### src/rtl/interrupt_gen.sv
// Machine-mode interrupt source: CLINT-style timer, msip bit,
// synchronised external line and a one-shot request FSM.
module interrupt_gen #(
  parameter logic [15:0] TICK_DIV = 16'd1
) (
  input  logic        clk,
  input  logic        rst_n,
  input  logic        ext_irq_in,
  input  logic        csr_meie,
  input  logic        csr_mtie,
  input  logic        csr_msie,
  input  logic        csr_mstatus_mie,
  input  logic        cmd_mret_ex,
  input  logic        stall,
  input  logic        io_we,
  input  logic [2:0]  io_adr,
  input  logic [31:0] io_wdata,
  output logic [31:0] io_rdata,
  output logic        g_interrupt,
  output logic [1:0]  g_interrupt_priv,
  output logic [3:0]  g_interrupt_code
);

  typedef enum logic [1:0] {
    IDLE,
    FIRE,
    WAIT_MRET
  } state_t;

  localparam logic [15:0] DIV =
    (TICK_DIV == 16'd0) ? 16'd1 : TICK_DIV;

  state_t      state;
  logic [15:0] presc;
  logic        tick;
  logic [63:0] mtime;
  logic [63:0] mtimecmp;
  logic [63:0] mtime_inc;
  logic [63:0] mtime_nxt;
  logic        msip;
  logic        sync1;
  logic        meip;
  logic        mtip;
  logic        take;
  logic        hit_mei;
  logic        hit_msi;
  logic [3:0]  code_nxt;
  logic [31:0] mip;

  assign g_interrupt_priv = 2'b11;

  assign tick = (presc == DIV - 16'd1);

  // Prescaler: one mtime tick per DIV clocks
  always_ff @(posedge clk or negedge rst_n) begin
    if (!rst_n) begin
      presc <= 16'd0;
    end else if (tick) begin
      presc <= 16'd0;
    end else begin
      presc <= presc + 16'd1;
    end
  end

  assign mtime_inc = mtime + {63'd0, tick};

  // A half written by software replaces its incremented value
  always_comb begin
    mtime_nxt = mtime_inc;
    if (io_we && io_adr == 3'd0) begin
      mtime_nxt[31:0] = io_wdata;
    end
    if (io_we && io_adr == 3'd1) begin
      mtime_nxt[63:32] = io_wdata;
    end
  end

  // Timer, compare and software-interrupt registers
  always_ff @(posedge clk or negedge rst_n) begin
    if (!rst_n) begin
      mtime    <= 64'd0;
      mtimecmp <= '1;
      msip     <= 1'b0;
    end else begin
      mtime <= mtime_nxt;
      if (io_we) begin
        unique case (io_adr)
          3'd2:    mtimecmp[31:0]  <= io_wdata;
          3'd3:    mtimecmp[63:32] <= io_wdata;
          3'd4:    msip            <= io_wdata[0];
          default: ;
        endcase
      end
    end
  end

  // Two-flop synchroniser for the asynchronous external line
  always_ff @(posedge clk or negedge rst_n) begin
    if (!rst_n) begin
      sync1 <= 1'b0;
      meip  <= 1'b0;
    end else begin
      sync1 <= ext_irq_in;
      meip  <= sync1;
    end
  end

  assign mtip = (mtime >= mtimecmp);

  assign hit_mei = meip & csr_meie;
  assign hit_msi = msip & csr_msie;

  assign take = csr_mstatus_mie &
                (hit_mei | hit_msi | (mtip & csr_mtie));

  // Cause encoder: MEI over MSI over MTI
  always_comb begin
    code_nxt = 4'd7;
    priority case (1'b1)
      hit_mei: code_nxt = 4'd11;
      hit_msi: code_nxt = 4'd3;
      default: code_nxt = 4'd7;
    endcase
  end

  // Request FSM: one pulse per trap, re-armed by mret
  always_ff @(posedge clk or negedge rst_n) begin
    if (!rst_n) begin
      state            <= IDLE;
      g_interrupt      <= 1'b0;
      g_interrupt_code <= 4'd0;
    end else begin
      unique case (state)
        IDLE: begin
          if (take && !stall) begin
            state            <= FIRE;
            g_interrupt      <= 1'b1;
            g_interrupt_code <= code_nxt;
          end
        end
        FIRE: begin
          state       <= WAIT_MRET;
          g_interrupt <= 1'b0;
        end
        WAIT_MRET: begin
          if (cmd_mret_ex) begin
            state <= IDLE;
          end
        end
        default: begin
          state       <= IDLE;
          g_interrupt <= 1'b0;
        end
      endcase
    end
  end

  assign mip = {20'd0, meip, 3'd0, mtip,
                3'd0, msip, 3'd0};

  // Combinational register read mux
  always_comb begin
    io_rdata = 32'd0;
    unique case (io_adr)
      3'd0:    io_rdata = mtime[31:0];
      3'd1:    io_rdata = mtime[63:32];
      3'd2:    io_rdata = mtimecmp[31:0];
      3'd3:    io_rdata = mtimecmp[63:32];
      3'd4:    io_rdata = {31'd0, msip};
      3'd5:    io_rdata = mip;
      default: io_rdata = 32'd0;
    endcase
  end

endmodule
### config.mk
export PLATFORM = sky130hd
export DESIGN_NAME = interrupt_gen
export DESIGN_NICKNAME = d
export VERILOG_FILES = /design/src/rtl/interrupt_gen.sv
export SDC_FILE = /design/constraint.sdc
export NUM_CORES = 1
export LEC_CHECK = 0
export CORE_ASPECT_RATIO = 1.5
export CORE_MARGIN = 5
export CORE_UTILIZATION = 25
export CTS_BUF_LIST = sky130_fd_sc_hd__clkbuf_2
export DETAILED_ROUTE_END_ITERATION = 12
export GPL_TIMING_DRIVEN = 0
export SLEW_MARGIN = 25
export SYNTH_ARGS = -nofsm -noshare
export SYNTH_HDL_FRONTEND = slang
export SYNTH_SLANG_ARGS = --single-unit
### constraint.sdc
create_clock -name clk -period 4.5 [get_ports clk]
set_input_delay 0.9 -clock clk [delete_from_list [all_inputs] [get_ports clk]]
set_output_delay 0.9 -clock clk [all_outputs]
set_load 0.03 [all_outputs]
Word-level counts from Yosys, hierarchy flattened
Index checks and enable logic that the tools add are counted.
- register bits: 154
- bits of input ports: 45
- output and inout port bits: 39
- logic and storage cells: 53
- add/sub/neg operators: 2
- eq/ne operators: 9
- reduce and logical (&&, ||, !) cells: 13
- mux-type cells: 11
- magnitude comparators: 1
- bitwise logic cells: 7
- operators by type and width (cell ; number):
    32-bit case mux with 6 select lines ; 1
    64-bit by 1-bit adder with 64-bit output ; 1
    64-bit greater-or-equal comparator ; 1
    32-bit 2-to-1 mux ; 2
    16-bit by 1-bit adder with 16-bit output (second input constant) ; 1
    16-bit zero test ; 1
    16-bit 2-to-1 mux ; 1
    2-bit AND reduction ; 6
    3-bit by 2-bit equality test with 1-bit output (second input constant) ; 2
    3-bit equality test (second input constant) ; 2
    2-bit case mux with 3 select lines ; 1
    1-bit AND ; 4
    2-bit 2-to-1 mux ; 2
    4-bit 2-to-1 mux ; 1
    2-bit != test (second input constant) ; 2
    3-bit by 1-bit equality test with 1-bit output (second input constant) ; 1
    1-bit logical AND ; 3
    3-bit zero test ; 1
    3-bit 2-to-1 mux ; 1
    2-bit by 1-bit equality test with 1-bit output (second input constant) ; 1
    2-bit equality test (second input constant) ; 1
    2-bit zero test ; 1
    1-bit OR ; 2
    1-bit case mux with 2 select lines ; 1
    other kinds (3) ; 3

Logic depth before layout (Yosys ltp)
- depth in word-level cells: 7
- mapped depth: 15
- gate-level depth less buffers: 13

Worst setup path after synthesis
No wires, ideal clock.
- kind: input-to-output
- from: input io_adr[1]
- to: output io_rdata[21]
- path buffers: 3
- data arrival time: 2.566 ns
- required time: 3.600 ns
- stages: 6
- setup slack: 1.034 ns
- path through: clkbuf_1 nor3b_1 clkbuf_1 clkbuf_1 a22o_1 a221o_1
- cells in the longest elaborated chain, start to end: 2
- elaborated cells on any way between the ends: 7
- classes of those cells: 5 x eq/ne; 1 x mux; 1 x reduce/logical
- ends and longest elaborated chain (element ; RTL line ; source):
    start, declared ; 16 ; input logic [2:0] io_adr,
    3-bit equality test, or another cell as far along ; 164 ; unique case (io_adr)
    32-bit case mux with 6 select lines (*) ; 164 ;
    end, declared ; 18 ; output logic [31:0] io_rdata,
Every way passes the cells marked *; elsewhere a longest branch is shown, timed or not.

Worst setup path in the final report
- from: register mtimecmp[27]
- to: output io_rdata[7]
- cells in the longest elaborated chain, start to end: 2
- ends and longest elaborated chain (element ; RTL line ; source):
    start, declared ; 37 ; logic [63:0] mtimecmp;
    start signal, assigned ; 88 ; 3'd2: mtimecmp[31:0] <= io_wdata;
    64-bit greater-or-equal comparator ; 108 ; assign mtip = (mtime >= mtimecmp);
    32-bit case mux with 6 select lines ; 164 ;
Every way passes these cells.

==> results by group <==
Timing
  • Fin. Hold Viols: 0
  • Slew Limit Fails: 0
  • Tightest Pin Transition: 0.991 ns
  • Relative slew slack: 0.338
  • PnR worst setup slack: about 0.076 ns
  • WHS: 0.379 ns
  • Clk_skew: 0.0255 ns
  • Max Clk Rate: 0.226 GHz
  • Final setup fails: 0
  • Period utilization: 0.983
  • RSZ-0062 raised after global routing: false
  • Final Critical Period: 4.42 ns

Cells and area
  • Multi-input logic area: 4990 um2
  • Layout cells sized above 1: 0.152
  • Area grow syn2layout: 18.8%
  • Fin nets: between 1000 and 1500
  • FILL cells: 3913
  • Final non-filler cell total: 1596
  • Most common cell after layout, fill and taps aside: nand2_1
  • Final Util: 0.301
  • Most frequent cells in the layout: nand2_1, dfrtp_1, inv_1
  • Storage cell area: 3910 um2

Worst setup path
  • CP endpoint kind: output port
  • Worst setup SP type: register
  • CP arrival: 3.52 ns
  • Maximum fanout along the worst path: 2
  • Crit Path Class: reg2out
  • Max stage delay on crit path: 0.58 ns
  • Slowest stage cell, crit path: dfstp_2
  • Req. time, crit path: 3.60 ns
  • Critical Path, Cell by Cell: inv_1 > ha_1 > a21oi_1 > o21ai_0 > a221oi_2 > o21ai_0 > o211a_1 > a211oi_2 > o21ai_2 > buf_2
  • Most used cell along the critical path: o21ai_0

Pwr
  • Worst VDD drop: 0.162 mV
  • PD cells: 404 nW/um2
  • Pleak: 4.51 nW

Logic synthesis
  • Number of synthesized flops with an enable pin: 0
  • Number of synthesized register bits: 153
  • Post-synthesis cell count: 997
  • Synth area leader: dfrtp_1
  • Synth cell types: 54
  • Post-synth top flop: dfrtp_1
  • Asr flop ratio synth: 1.00
  • Syn Std Cell Area: 9340 um2
  • Top cells by area, synth: dfrtp_1, dfstp_2, ha_1
  • Sequential fraction of the synthesis area: 0.419
  • Yosys warns: 0
  • Post-synthesis area per instance: approximately 9.4 um2
  • Post-synth top area share: 0.239

Placed design
  • GPL Wtd Cong: 0.915
  • Place WS: -0.577 ns
  • PortBufs: 79
  • DP Cell Count: 1562
  • Post-detail-place hpwl: ~23 mm

GRT
  • Total gr overflow: 0
  • GRT Total Usage: 0.147
  • Number of global-route vias before repair: approximately 8100
  • Global-route wire length before repair: 46.5 mm
  • Number of antenna violations at the first check in global routing: 1
  • Largest net degree at the start of global routing: between 80 and 90

Drt
  • DR iter-0 viols: between 500 and 600
  • Antenna viol nets, final: 0
  • DR vias: 7929
  • Routed wire length: just over 30 mm
  • Drt first pass iters: 4
  • WL/cell: between 15 and 20 um
  • Avg Vias per Cell: 4.97
  • # DRC: 0

CTS
  • Reg clk slew, reported paths: 0.22 ns
  • CTS Buf Count: 17
  • Clk buf depth: 2
  • Sink Count: 153
  • Worst skew pair latency: approximately 0.83 ns
  • CTS tree: done
  • H-tree depth: 4
  • Root Buffer Master: clkbuf_2
  • Postcts setup bufs: 0

Floorplanning
  • Core ar.: 36800 um2
  • Die area: 41400 um2
  • Die height: ~250 um
  • IO Pins: 84
  • Die width: 168 um
  • Initial Util: 0.254
  • FP Rows: 86

Job
  • Maxcap violations: 0

Status
  • Status: completed

Worst hold path
  • Worst min path class: reg2reg
-- cell families after synthesis --
kind of cell	count (synthesis)	share of synthesized area
compound gates	216	0.150
buf+inv	127	0.0540
fa+ha+maj	68	0.0911
simple gates	315	0.164
xor+xnor	76	0.0713
mux	41	0.0502
flops	153	0.419
other cells	1	0.000402
-- worst max-delay path, delay by kind of cell (launching register included) --
family / cells / cell delay, ns
AOI/OAI and AO/OA: 7 / 1.57
DFF: 1 / 0.58
buffers and inverters: 2 / 0.26
adders and majority gates: 1 / 0.29
-- flip-flops by register name (all words and copies together), names as in the netlist --
register,flops
g_interrupt,1
g_interrupt_code,3
meip,1
msip,1
mtime,64
mtimecmp,64
presc,16
state,2
sync1,1
-- Yosys cell counts (4+ instances only) --
| cell | number |
|---|---|
| a221o_1 | 30 |
| dfrtp_1 | 89 |
| nand4_1 | 26 |
| o21ai_0 | 77 |
| inv_1 | 81 |
| nor4_1 | 8 |
| nand3_1 | 27 |
| nor3_2 | 4 |
| nor2_1 | 78 |
| nor2b_1 | 6 |
| dfstp_2 | 64 |
| and2_1 | 7 |
| and4_1 | 9 |
| nand2_1 | 118 |
| and3_1 | 11 |
| xnor2_1 | 47 |
| xor2_1 | 29 |
| a211oi_1 | 4 |
| nor3_1 | 5 |
| clkbuf_1 | 36 |
| a22o_1 | 30 |
| mux2_2 | 37 |
| ha_1 | 68 |
| buf_1 | 4 |
| a21oi_1 | 57 |
-- repair_timing --
item                                    CTS  global route
hold buffers                              1             0
hold endpoints to repair                 43             0
endpoints found under the setup margin   20            19
gates resized for setup                  19            19
pin swaps                                 2             1
-- per-stage QoR --
stage	total power (W)	area, um2	setup TNS (ns)
detailed placement	0.00365	10800	-5.32
finish	0.00448	11100	0
floorplan	0.00303	9340	0
global route	0.00478	11100	0
CTS	0.00449	11000	0
global placement	0.00361	10700	-472.02
-- where the power goes --
part	switching, W	internal [W]	total, W
registers	0.000359	0.00174	0.00210
logic	0.000862	0.000691	0.00155
clock network	0.000517	0.000310	0.000827
total	0.00174	0.00274	0.00448
-- final timing paths --
check	from	to	slack (ns)	depth (start not counted)
max in group asynchronous	rst_n	mtimecmp[25]	3.04	3
max reg2reg	presc[0]	mtime[56]	0.41	15
min in group asynchronous	rst_n	sync1	0.57	2
max	mtimecmp[27]	io_rdata[7]	0.08	10
min	sync1	meip	0.38	0
min reg2reg	sync1	meip	0.38	0
-- layout make-up --
| cell class | instances | area share |
|---|---|---|
| timing repair buffer | 81 | 0.0747 |
| antenna | 1 | 0.000226 |
| clock inverter | 11 | 0.0117 |
| inverter | 81 | 0.0274 |
| clock buffer | 21 | 0.00948 |
| tap | 484 | 0.0546 |
| buffer | 46 | 0.0196 |
| multi-input combinational | 718 | 0.450 |
| sequential | 153 | 0.352 |
-- routing by layer --
metal	up-vias	GRT usage	wire [um]
met4	0	0.0812	1490
met3	78	0.0336	1540
met2	248	0.263	15900
met1	3899	0.160	11700
met5	-	0	0
li1	3704	-	-
No activity file was read; power rests on OpenSTA's default activity.
